<file path="config.mk">
export PLATFORM = sky130hd
export DESIGN_NAME = fetch_queue
export DESIGN_NICKNAME = d
export VERILOG_FILES = /design/src/rtl/fetch_pkg.sv /design/src/rtl/fq_ring.sv /design/src/rtl/fetch_queue.sv
export SDC_FILE = /design/constraint.sdc
export NUM_CORES = 1
export LEC_CHECK = 0
export BUFFER_PORTS_ARGS = -buffer_cell sky130_fd_sc_hd__buf_2
export CAP_MARGIN = 5
export CORE_UTILIZATION = 53
export CTS_CLUSTER_SIZE = 12
export DETAILED_ROUTE_END_ITERATION = 12
export PLACE_DENSITY = 0.84
export SLEW_MARGIN = 20
export SYNTH_ARGS = -nofsm -noshare
export SYNTH_HDL_FRONTEND = slang
export SYNTH_SLANG_ARGS = --single-unit
</file>
<file path="constraint.sdc">
create_clock -name clk_i -period 2.75 [get_ports clk_i]
set_clock_uncertainty 0.05 [all_clocks]
set_input_delay 0.1375 -clock clk_i [delete_from_list [all_inputs] [get_ports clk_i]]
set_output_delay 0.1375 -clock clk_i [all_outputs]
set_load 0.1 [all_outputs]
</file>
<file path="src/rtl/fetch_pkg.sv">
// Shared types and constants for the instruction-fetch front end.
package fetch_pkg;

   localparam int              XLEN      = 32;
   localparam logic [XLEN-1:0] PC_STEP   = 32'd4;
   localparam logic [XLEN-1:0] INSTR_NOP = 32'h0000_0013;

   // One buffered fetch result: the PC it was fetched from and the word returned.
   typedef struct packed {
      logic [XLEN-1:0] pc;
      logic [XLEN-1:0] instr;
   } fetch_entry_t;

endpackage

</file>
<file path="src/rtl/fq_ring.sv">
// DEPTH-entry ring buffer of fetch entries with push/pop/clear, an occupancy
// count and a registered head so the consumer sees a flop-driven entry.
module fq_ring
   import fetch_pkg::*;
#(
   parameter int DEPTH = 4,
   localparam int AW = $clog2(DEPTH),
   localparam int CW = $clog2(DEPTH + 1)
)(
   input  logic          clk_i,
   input  logic          rst_i,
   input  logic          clear_i,
   input  logic          push_i,
   input  fetch_entry_t  push_data_i,
   input  logic          pop_i,
   output logic [CW-1:0] count_o,
   output fetch_entry_t  head_o
);

   fetch_entry_t  r_mem [DEPTH];
   logic [AW-1:0] r_rd_ptr;
   logic [AW-1:0] r_wr_ptr;
   logic [CW-1:0] r_count;
   fetch_entry_t  r_head;

   logic [AW-1:0] w_rd_next;
   logic [CW-1:0] w_count_after_pop;

   assign w_rd_next         = r_rd_ptr + AW'(1);
   assign w_count_after_pop = r_count - CW'(pop_i);

   // Storage array: data only, never reset.
   always_ff @(posedge clk_i) begin
      if (push_i) begin
         r_mem[r_wr_ptr] <= push_data_i;
      end
   end

   // Pointer and occupancy update; clear empties the ring in one edge.
   always_ff @(posedge clk_i) begin
      if (rst_i || clear_i) begin
         r_rd_ptr <= '0;
         r_wr_ptr <= '0;
         r_count  <= '0;
      end else begin
         if (push_i) begin
            r_wr_ptr <= r_wr_ptr + AW'(1);
         end
         if (pop_i) begin
            r_rd_ptr <= w_rd_next;
         end
         r_count <= r_count + CW'(push_i) - CW'(pop_i);
      end
   end

   // Registered head: when the ring would be empty after the pop, the pushed
   // word becomes the head directly; otherwise a pop exposes the next slot.
   always_ff @(posedge clk_i) begin
      if (rst_i) begin
         r_head <= '0;
      end else if (!clear_i) begin
         if (push_i && (w_count_after_pop == '0)) begin
            r_head <= push_data_i;
         end else if (pop_i) begin
            r_head <= r_mem[w_rd_next];
         end
      end
   end

   // A push into a full ring means the issue side failed to reserve a slot.
   always_ff @(posedge clk_i) begin
      if (!rst_i) begin
         assert (!(push_i && (r_count == CW'(DEPTH))));
      end
   end

   assign count_o = r_count;
   assign head_o  = r_head;

endmodule

</file>
<file path="src/rtl/fetch_queue.sv">
// Instruction-fetch front end: sequential PC generation, 1-cycle memory
// request tracking with redirect kill, and a prefetch queue feeding decode.
module fetch_queue
   import fetch_pkg::*;
#(
   parameter int              DEPTH    = 4,
   parameter logic [XLEN-1:0] RESET_PC = '0
)(
   input  logic            clk_i,
   input  logic            rst_i,
   input  logic            start_i,
   output logic            imem_req_o,
   output logic [XLEN-1:0] imem_addr_o,
   input  logic            imem_rvalid_i,
   input  logic [XLEN-1:0] imem_rdata_i,
   input  logic            redirect_i,
   input  logic [XLEN-1:0] redirect_pc_i,
   output logic            id_valid_o,
   input  logic            id_ready_i,
   output logic [XLEN-1:0] id_pc_o,
   output logic [XLEN-1:0] id_instr_o
);

   localparam int          CW      = $clog2(DEPTH + 1);
   localparam logic [CW:0] L_DEPTH = (CW + 1)'(DEPTH);

   logic [XLEN-1:0] r_fetch_pc;
   logic [XLEN-1:0] r_req_pc;
   logic            r_inflight;
   logic            r_kill;

   logic [CW-1:0]   w_count;
   logic [CW:0]     w_occupied;
   logic            w_issue;
   logic            w_push;
   logic            w_pop;
   fetch_entry_t    w_push_data;
   fetch_entry_t    w_head;

   // An outstanding request already owns a queue slot, so issue only while
   // stored entries plus the in-flight one leave room.
   assign w_occupied  = {1'b0, w_count} + {{CW{1'b0}}, r_inflight};
   assign w_issue     = start_i & ~redirect_i & (w_occupied < L_DEPTH);
   assign w_push      = imem_rvalid_i & r_inflight & ~r_kill & ~redirect_i;
   assign id_valid_o  = (w_count != '0) & ~redirect_i;
   assign w_pop       = id_valid_o & id_ready_i;

   assign w_push_data.pc    = r_req_pc;
   assign w_push_data.instr = imem_rdata_i;

   assign imem_req_o  = w_issue;
   assign imem_addr_o = r_fetch_pc;
   assign id_pc_o     = w_head.pc;
   assign id_instr_o  = w_head.instr;

   // PC sequencing and in-flight/kill tracking; redirect overrides issue.
   always_ff @(posedge clk_i) begin
      if (rst_i) begin
         r_fetch_pc <= RESET_PC;
         r_req_pc   <= '0;
         r_inflight <= 1'b0;
         r_kill     <= 1'b0;
      end else if (redirect_i) begin
         r_fetch_pc <= {redirect_pc_i[XLEN-1:2], 2'b00};
         r_inflight <= 1'b0;
         r_kill     <= r_inflight;
      end else if (w_issue) begin
         r_fetch_pc <= r_fetch_pc + PC_STEP;
         r_req_pc   <= r_fetch_pc;
         r_inflight <= 1'b1;
         r_kill     <= 1'b0;
      end else begin
         r_inflight <= 1'b0;
      end
   end

   fq_ring #(
      .DEPTH (DEPTH)
   ) u_ring (
      .clk_i       (clk_i),
      .rst_i       (rst_i),
      .clear_i     (redirect_i),
      .push_i      (w_push),
      .push_data_i (w_push_data),
      .pop_i       (w_pop),
      .count_o     (w_count),
      .head_o      (w_head)
   );

endmodule

</file>
==> results.sh, run 1 <==
export IMPL_status="finished, final reports clean"
export IMPL_synth_edf_count=248
export IMPL_rows=61
export IMPL_final_area_mm2=0.0182
export IMPL_critPathArrivalTime_ps=2420
export IMPL_min_period_ps=2610
export IMPL_drtIter0Drc=767
export IMPL_grt_pass1_vias=9580
export IMPL_die_y_um=170
export IMPL_final_net_count=1327
export IMPL_yosysUniqueCellTypes=58
export IMPL_cts_buffers=40
export IMPL_utilization=0.655
export IMPL_holdPathStages=2
export IMPL_die_w_um=170
export IMPL_num_io_pins=168
export IMPL_p_leak_nw=6.16
export IMPL_ir_drop_mv=0.404
export IMPL_syn_inst=1017
export IMPL_fillers=1924
export IMPL_synthArstFlopShare=0
export IMPL_maxCapViolCount=0
export IMPL_slew_viol_final=0
export IMPL_setup_violations_final=0
export IMPL_cp_required_ps=2560
export IMPL_clk_pin_slew_ps=60
export IMPL_root_buffer="clkbuf_16"
export IMPL_postRouteAntennaNets=0
export IMPL_fin_crit_sh=0.950
export IMPL_synth_top_area_share=0.498
export IMPL_final_hold_viol_count=0
export IMPL_end_kind="output pin"
export IMPL_place_hpwl_mm=18.7
export IMPL_h_tree_depth=2
export IMPL_reg2regPathDepth=7
export IMPL_antenna_found_initial=0
export IMPL_grt_max_degree=125
export IMPL_hp_class="in2reg"
export IMPL_clock_fmax_mhz=383
export IMPL_yosysSeqAreaShare=0.674
export IMPL_synthToLayoutAreaGrowth_pct=21.8
export IMPL_clockBufferDepth=3
export IMPL_layout_drive_gt1_share=0.252
export IMPL_tightest_slew_ps=665
export IMPL_vias_per_cell=5.78
export IMPL_antenna_cells=0
export IMPL_post_drt_wl_per_cell_um=20.1
export IMPL_insertion_delay_ps=520
export IMPL_p_per_area_mw_per_mm2=674
export IMPL_setup_tns_final_ps=0
export IMPL_crit_path_max_fanout=32
export IMPL_synth_ff_type="edfxtp_1"
export IMPL_first_pass_iters=5
export IMPL_die_area_mm2=0.0289
export IMPL_yosysTopAreaCell="edfxtp_1"
export IMPL_vias=9577
export IMPL_worstSetupStartpointType="flop"
export IMPL_port_buffers=161
export IMPL_synth_warnings=0
export IMPL_core_area_mm2=0.0278
export IMPL_ys_ff_latch=379
export IMPL_synth_cell_area_mm2=0.0149
export IMPL_path_class="reg2out"
export IMPL_overflow=0
export IMPL_cts_tree="yes"
export IMPL_synth_area_leaders="edfxtp_1 50%, dfxtp_1 18%, mux4_2 9.3%, mux2i_1 4.2%, a211oi_1 3.3%"
export IMPL_grt_total_usage=0.234
export IMPL_finalWirelength_mm=33.2
export IMPL_route_detailed_drc=0
export IMPL_initial_core_util=0.538
export IMPL_rsz0062_at_grt="no"
export IMPL_place_gp_congestion=0.910
export IMPL_cts_sinks=379
export IMPL_placed_area_mm2=0.0163
export IMPL_maxSlewHeadroom=0.553
export IMPL_syn_mean_instance_area_um2=14.7
export IMPL_holdWs_ps=112
export IMPL_grt_pass1_wl_mm=52.0
export IMPL_post_cts_buffers=0
## layout by cell type (no fill, tap or decap), types with 5 or more instances in the layout
master / n
xor2_1: 5
edfxtp_1: 248
a31oi_1: 9
dfxtp_1: 129
mux2i_1: 63
or3_1: 6
nor3_1: 8
mux4_2: 62
inv_1: 9
o211ai_1: 10
xnor2_1: 5
nor2_1: 81
a21oi_1: 49
a211oi_1: 65
dlygate4sd3_1: 63
nand4_1: 12
ha_1: 8
clkbuf_16: 41
nand3_1: 29
a22oi_1: 6
buf_2: 159
buf_4: 20
nand2_1: 84
clkinv_1: 5
buf_12: 10
clkbuf_1: 21
## layout make-up
type / count / area (µm²) / area share
inverters: 12 / 45.0 / 0.00248
multi-input cells: 561 / 4550 / 0.250
repair buffers: 253 / 1780 / 0.0980
flip-flops and latches: 379 / 10100 / 0.554
well taps: 378 / 473 / 0.0260
clock buffers: 62 / 1100 / 0.0607
clock inverters: 12 / 163 / 0.00894
## registers in the layout, indices dropped and copies added, names as in the netlist
signal,flops
u_ring.r_rd_ptr,2
u_ring.r_wr_ptr,2
r_inflight,1
r_req_pc,30
u_ring.r_mem,248
u_ring.count_o,3
imem_addr_o,30
r_kill,1
u_ring.head_o,62
## layer usage
metal	GRT usage	routed length (µm)	share of wire
met1	0.310	13900	0.42
met2	0.395	16200	0.49
met3	0.0414	2410	0.072
met4	0.0678	718	0.022
met5	0	0	0
## logic make-up after synthesis
kind of cell    after synthesis  synth area share
xor+xnor                     10           0.00586
compound gates              156            0.0704
mux                         125             0.136
fa+ha+maj                    10           0.00888
buf+inv                      80            0.0231
other cells                   1          0.000251
simple gates                256            0.0818
flops                       379             0.674
## cell usage after synthesis (2+ instances only)
| library cell | count |
|---|---|
| edfxtp_1 | 248 |
| dfxtp_1 | 131 |
| nand2_1 | 84 |
| nor2_1 | 81 |
| a211oi_1 | 65 |
| mux2i_1 | 63 |
| mux4_2 | 62 |
| a21oi_1 | 49 |
| clkbuf_1 | 39 |
| nand3_1 | 29 |
| buf_2 | 24 |
| nand4_1 | 12 |
| o211ai_1 | 10 |
| a31oi_1 | 9 |
| ha_1 | 9 |
| inv_1 | 9 |
| and2_1 | 8 |
| nor3_1 | 8 |
| a22oi_1 | 7 |
| or3_1 | 6 |
| xnor2_1 | 5 |
| xor2_1 | 5 |
| buf_4 | 4 |
| nor4_1 | 4 |
| a311oi_1 | 3 |
| nand3b_1 | 3 |
| o21ai_0 | 3 |
| inv_2 | 2 |
| nand2b_1 | 2 |
| nor3_2 | 2 |
| nor3b_1 | 2 |
| o311ai_0 | 2 |
| or4_1 | 2 |
## repair_timing
action / 4_1_cts / 5_1_grt
resized for setup: 0 / 2
hold endpoints to repair: 191 / 0
endpoints found under the setup margin: 0 / 1
hold buffers: 63 / 0
## where the power goes
| part | leakage, nW | switching [mW] | total, mW | internal [mW] |
|---|---|---|---|---|
| sequential | 3.20 | 0.0835 | 6.20 | 6.12 |
| combinational | 2.35 | 0.631 | 0.840 | 0.208 |
| clock | 0.610 | 2.08 | 5.22 | 3.15 |
## through the flow
step	worst slack, ps	instances	power (mW)
final	139	1657	12.3
after detailed placement	302	1520	7.07
after floorplan	78.5	1020	6.86
after global routing	19.1	1657	12.6
after CTS	55.0	1657	12.3
after global placement	442	1520	7.06
## worst paths after layout
kind                                start  slack (ps)                             end
min reg2reg           r_kill$_SDFFE_PP0P_         440             r_kill$_SDFFE_PP0P_
min                                 rst_i         110    imem_addr_o[16]$_SDFFE_PP0P_
max reg2reg  u_ring.count_o[2]$_SDFF_PP0_         260  u_ring.head_o[50]$_SDFFE_PP0P_
max          u_ring.count_o[2]$_SDFF_PP0_         140                      imem_req_o
## worst max-delay path, stage by stage (launching register included)
cell and delay (ps):
dfxtp_1 460, ha_2 290, and4b_1 220, a22oi_2 280, inv_2 90, buf_4 250, clkbuf_4 320
Note: power is estimated with default switching activity, not from simulation.
==> run 2: changes to the inputs <==
==> constraint.sdc (replaced) <==
create_clock -name clk_i -period 2.75 [get_ports clk_i]
set_clock_uncertainty 0.05 [all_clocks]
set_input_delay 0.275 -clock clk_i [delete_from_list [all_inputs] [get_ports clk_i]]
set_output_delay 0.275 -clock clk_i [all_outputs]
set_load 0.1 [all_outputs]
==> run 2 against run 1 <==
Count of clock-buffer cells in the layout up 4. Sequential cell count unchanged. First-iteration DRC count fell by 1.0%. Via count fell by 0.16%. Critical endpoint unchanged.
==> results.sh, run 2 (synthesis gave the netlist of run 1 again) <==
export IMPL_die_y_um=170
export IMPL_slowest_stage="buf_2"
export IMPL_die_area_mm2=0.0289
export IMPL_place_hpwl_mm=19.6
export IMPL_vias_per_cell=5.80
export IMPL_setup_slack_ps=157
export IMPL_final_cells=1648
export IMPL_grt_max_degree=68
export IMPL_fin_crit_sh=0.943
export IMPL_first_pass_iters=5
export IMPL_largest_reg_flops=248
export IMPL_crit_buf_inv=2
export IMPL_p_per_area_mw_per_mm2=663
export IMPL_utilization=0.648
export IMPL_final_hold_viol_count=0
export IMPL_p_sw_frac=0.234
export IMPL_rsz0062_at_grt="no"
export IMPL_path_cells="ha_1, and4b_1, a22oi_2, inv_2, buf_2"
export IMPL_layout_drive_gt1_share=0.256
export IMPL_port_buffers=161
export IMPL_die_w_um=170
export IMPL_cts_sinks=379
export IMPL_grt_total_usage=0.234
export IMPL_h_tree_depth=2
export IMPL_cts_buffers=40
export IMPL_internal_power_mw=9.15
export IMPL_status="finished, final reports clean"
export IMPL_cpPeakStageDelay_ps=480
export IMPL_path_class="reg2out"
export IMPL_hp_class="in2reg"
export IMPL_final_net_count=1319
export IMPL_ir_drop_mv=0.406
export IMPL_route_detailed_drc=0
export IMPL_crit_path_max_fanout=14
export IMPL_core_area_mm2=0.0278
export IMPL_clk_pin_slew_ps=60
export IMPL_insertion_delay_ps=530
export IMPL_clock_fmax_mhz=386
export IMPL_vias=9562
export IMPL_post_cts_resized=0
export IMPL_end_kind="output pin"
export IMPL_clockBufferDepth=3
export IMPL_maxCapViolCount=0
export IMPL_power_share_clock=0.411
export IMPL_place_gp_congestion=0.909
export IMPL_setup_violations_final=0
export IMPL_initial_core_util=0.538
export IMPL_finalWirelength_mm=33.4
export IMPL_crit_family="buffers and inverters"
export IMPL_postRouteAntennaNets=0
export IMPL_switchingPower_mw=2.79
export IMPL_synthToLayoutAreaGrowth_pct=20.5
export IMPL_place_ws_ps=341
export IMPL_root_buffer="clkbuf_16"
export IMPL_num_io_pins=168
export IMPL_overflow=0
export IMPL_setup_tns_final_ps=0
export IMPL_antenna_cells=0
export IMPL_antenna_found_initial=0
export IMPL_regMostFlops="u_ring.r_mem"
export IMPL_maxSlewHeadroom=0.455
export IMPL_p_leak_nw=6.10
export IMPL_slew_viol_final=0
export IMPL_comb_power_share=0.069
export IMPL_final_cell_mix="248 x edfxtp_1, 160 x buf_2, 129 x dfxtp_1, 84 x nand2_1, 81 x nor2_1"
export IMPL_rows=61
export IMPL_place_inst=1523
export IMPL_cp_required_ps=2420
export IMPL_grt_pass1_wl_mm=52.4
export IMPL_cts_tree="yes"
export IMPL_min_period_ps=2590
export IMPL_final_common_cell="edfxtp_1"
export IMPL_power_frac_seq=0.519
export IMPL_grt_pass1_vias=9688
export IMPL_critPathArrivalTime_ps=2270
export IMPL_drtIter0Drc=759
export IMPL_worstSetupStartpointType="flop"
export IMPL_tightest_slew_ps=818
export IMPL_post_drt_wl_per_cell_um=20.3
-- run 2: changes by cell type in the layout (fill, tap and decap cells not counted), sizes merged --
cell and delta:
buf +5, dlygate4sd3 -12, inv +1, bufinv -4
clkinv -2, clkbuf +3
-- run 2: worst min-delay path: stages --
cell	delay (ps)
buf_2	110
nor2_1	100
a211oi_1	60
-- run 2: path summary, 6_finish.rpt --
kind                                 from  slack, ps  depth (start not counted)                        endpoint
max reg2reg  u_ring.count_o[2]$_SDFF_PP0_        270                          7  u_ring.head_o[41]$_SDFFE_PP0P_
min                      redirect_pc_i[6]         20                          3     imem_addr_o[6]$_SDFFE_PP0P_
max          u_ring.count_o[2]$_SDFF_PP0_        160                          5                      imem_req_o
min reg2reg           r_kill$_SDFFE_PP0P_        450                          2             r_kill$_SDFFE_PP0P_
-- run 2: timing repair --
| action | 4_1_cts | 5_1_grt |
|---|---|---|
| hold endpoints to repair | 147 | 0 |
| buffers inserted | 1 | 0 |
| setup endpoints to repair | 1 | 0 |
| hold buffers | 51 | 0 |
-- run 2: stage by stage --
stage	hold WS, ps	total power, mW	area [µm²]
after global routing	36.1	12.3	18000
after floorplan	324	6.86	15000
after global placement	421	7.06	16300
after detailed placement	439	7.08	16300
after CTS	2.15	12.0	18000
final	17.2	11.9	18000
-- run 2: layer usage --
layer  track usage  up-vias  wire [µm]
li1              -     4370          -
met4        0.0650        0        625
met1         0.309     4742      13800
met3        0.0435       49       2300
met5             0        -          0
met2         0.398      401      16600
-- run 2: power by group through the flow --
stage	clock [mW]	combinational (mW)	sequential, mW
2_1_floorplan	0	0.208	6.65
3_3_place_gp	0	0.746	6.31
3_5_place_dp	0	0.759	6.32
4_1_cts	4.98	0.819	6.20
5_1_grt	5.24	0.866	6.21
6_report	4.91	0.826	6.20
-- run 2: cell type report --
cell class,count,area [µm²]
Sequential cell,379,10100
Timing Repair Buffer,245,1680
Tap cell,378,473
Inverter,12,45.0
Fill cell,1952,9770
Multi-Input combinational cell,561,4550
Clock buffer,66,1140
Clock inverter,7,45.0
==> run 3: changes to the inputs <==
Settings changed: CORE_ASPECT_RATIO set to 1.1, MAX_ROUTING_LAYER set to met4.
==> run 3 against run 2 <==
Global-route usage grew 0.80 points. Worst hold slack gained 1.4 ps. Utilization grew 0.65 points. Sequential power is essentially flat. First-iteration DRC count grew 8.6%. Sequential share of layout area shrank 0.57 points. Power grew 0.36%. Worst setup slack lost 68 ps. Critical path depth is the same. Register-to-register slack lost 160 ps. Non-clock buffer count grew 13. Clock power is essentially flat. Critical path type unchanged. Largest cell class unchanged. Largest power group unchanged.
==> results.sh, run 3 (synthesis gave the netlist of run 1 again) <==
export IMPL_clock_fmax_mhz=376
export IMPL_route_detailed_drc=0
export IMPL_tightest_slew_ps=875
export IMPL_core_area_mm2=0.0278
export IMPL_drtIter0Drc=824
export IMPL_gr_max_usage_layer="met2"
export IMPL_status="finished, final reports clean"
export IMPL_cts_buffers=39
export IMPL_slew_viol_final=0
export IMPL_reg2regPathDepth=8
export IMPL_ff2ff_setup_slack_ps=110
export IMPL_p_per_area_mw_per_mm2=659
export IMPL_final_common_cell="edfxtp_1"
export IMPL_grt_pass1_vias=9821
export IMPL_rows=64
export IMPL_final_hold_viol_count=0
export IMPL_layout_drive_gt1_share=0.257
export IMPL_largest_reg_flops=248
export IMPL_final_net_count=1331
export IMPL_worstSetupStartpointType="flop"
export IMPL_path_class="reg2out"
export IMPL_fin_crit_sh=0.968
export IMPL_setup_tns_final_ps=0
export IMPL_p_leak_nw=6.18
export IMPL_grt_util_met1=0.310
export IMPL_fillers=1862
export IMPL_cts_sinks=379
export IMPL_finalWirelength_mm=34.0
export IMPL_critPathArrivalTime_ps=2340
export IMPL_num_io_pins=168
export IMPL_place_gp_congestion=0.887
export IMPL_utilization=0.655
export IMPL_grt_use_met3=0.0358
export IMPL_min_period_ps=2660
export IMPL_regMostFlops="u_ring.r_mem"
export IMPL_h_tree_depth=2
export IMPL_holdPathStages=3
export IMPL_met2_usage=0.399
export IMPL_hold_start="redirect_pc_i[11]"
export IMPL_post_drt_wl_per_cell_um=20.7
export IMPL_vias=9721
export IMPL_antenna_cells=0
export IMPL_place_hpwl_mm=19.6
export IMPL_synthToLayoutAreaGrowth_pct=21.8
export IMPL_port_buffers=161
export IMPL_rr_endpoint="u_ring.count_o[1]$_SDFF_PP0_"
export IMPL_holdWs_ps=18.6
export IMPL_multi_input_area_mm2=0.00456
export IMPL_initial_core_util=0.538
export IMPL_clockBufferDepth=3
export IMPL_vias_per_cell=5.91
export IMPL_antenna_found_initial=0
export IMPL_total_power_mw=12.0
export IMPL_first_pass_iters=6
export IMPL_maxCapViolCount=0
export IMPL_final_cell_mix="248 x edfxtp_1, 159 x buf_2, 129 x dfxtp_1, 84 x nand2_1, 81 x nor2_1"
export IMPL_overflow=0
export IMPL_end_kind="output pin"
export IMPL_die_w_um=162
export IMPL_hp_class="in2reg"
export IMPL_cts_tree="yes"
export IMPL_clk_pin_slew_ps=60
export IMPL_holdPathEnd="imem_addr_o[11]$_SDFFE_PP0P_"
export IMPL_grt_pass1_wl_mm=52.4
export IMPL_insertion_delay_ps=540
export IMPL_postRouteAntennaNets=0
export IMPL_rr_startpoint="u_ring.count_o[2]$_SDFF_PP0_"
export IMPL_register_area_mm2=0.0101
export IMPL_grt_total_usage=0.242
export IMPL_cp_required_ps=2420
export IMPL_die_y_um=178
export IMPL_grt_max_degree=74
export IMPL_setup_violations_final=0
export IMPL_ir_drop_mv=0.457
export IMPL_maxSlewHeadroom=0.417
export IMPL_die_area_mm2=0.0289
export IMPL_crit_path_max_fanout=16
export IMPL_root_buffer="clkbuf_16"
## run 3: cell count changes in the layout (fill, tap and decap cells not counted), sizes merged
cell | previous run | this run
bufinv | 0 | 1
inv | 14 | 13
dlygate4sd3 | 51 | 58
clkinv | 5 | 4
buf | 194 | 199
## run 3: stage by stage
step	setup WS, ps	instance area [µm²]	std cells
after CTS	-7.07	18200	1641
after detailed placement	-2.39	16400	1511
after global placement	162	16400	1511
final	88.9	18200	1644
after global routing	-27.8	18200	1644
after floorplan	78.5	15000	1020
## run 3: critical path: stages (launching register included)
cell and delay [ps]:
dfxtp_1 460, ha_1 310, and4b_1 230, a22oi_2 300
inv_2 220, buf_4 290
## run 3: worst max path at each step
stage / end / startpoint
after global routing: u_ring.count_o[1]$_SDFF_PP0_ / u_ring.count_o[0]$_SDFF_PP0_
final: imem_req_o / u_ring.count_o[2]$_SDFF_PP0_
after CTS: imem_req_o / u_ring.count_o[2]$_SDFF_PP0_
after global placement: u_ring.count_o[1]$_SDFF_PP0_ / u_ring.count_o[0]$_SDFF_PP0_
after floorplan: imem_addr_o[31]$_SDFFE_PP0P_ / imem_addr_o[4]$_SDFFE_PP0P_
after detailed placement: u_ring.head_o[31]$_SDFFE_PP0P_ / u_ring.count_o[0]$_SDFF_PP0_
## run 3: final cells by class
type                       count  area share
sequential                   379       0.554
multi-input combinational    561       0.251
timing repair buffer         258       0.103
clock buffer                  65      0.0601
tap                          363      0.0250
clock inverter                 6     0.00543
inverter                      12     0.00248
## run 3: routing by layer
metal,vias to the layer above,routed length [µm]
li1,4379,-
met1,4843,14100
met2,436,16800
met3,63,2260
met4,0,840
met5,-,0
## run 3: report_power, final
part / internal [mW] / switching [mW]
sequential: 6.12 / 0.0846
clock: 2.83 / 2.11
combinational: 0.211 / 0.631
## run 3: what timing repair did
item,in CTS,in global routing
buffers inserted,1,2
pin swaps,1,1
hold buffers,58,0
setup endpoints to repair,2,3
hold endpoints to repair,154,0
resized for setup,1,3
cloned,0,1
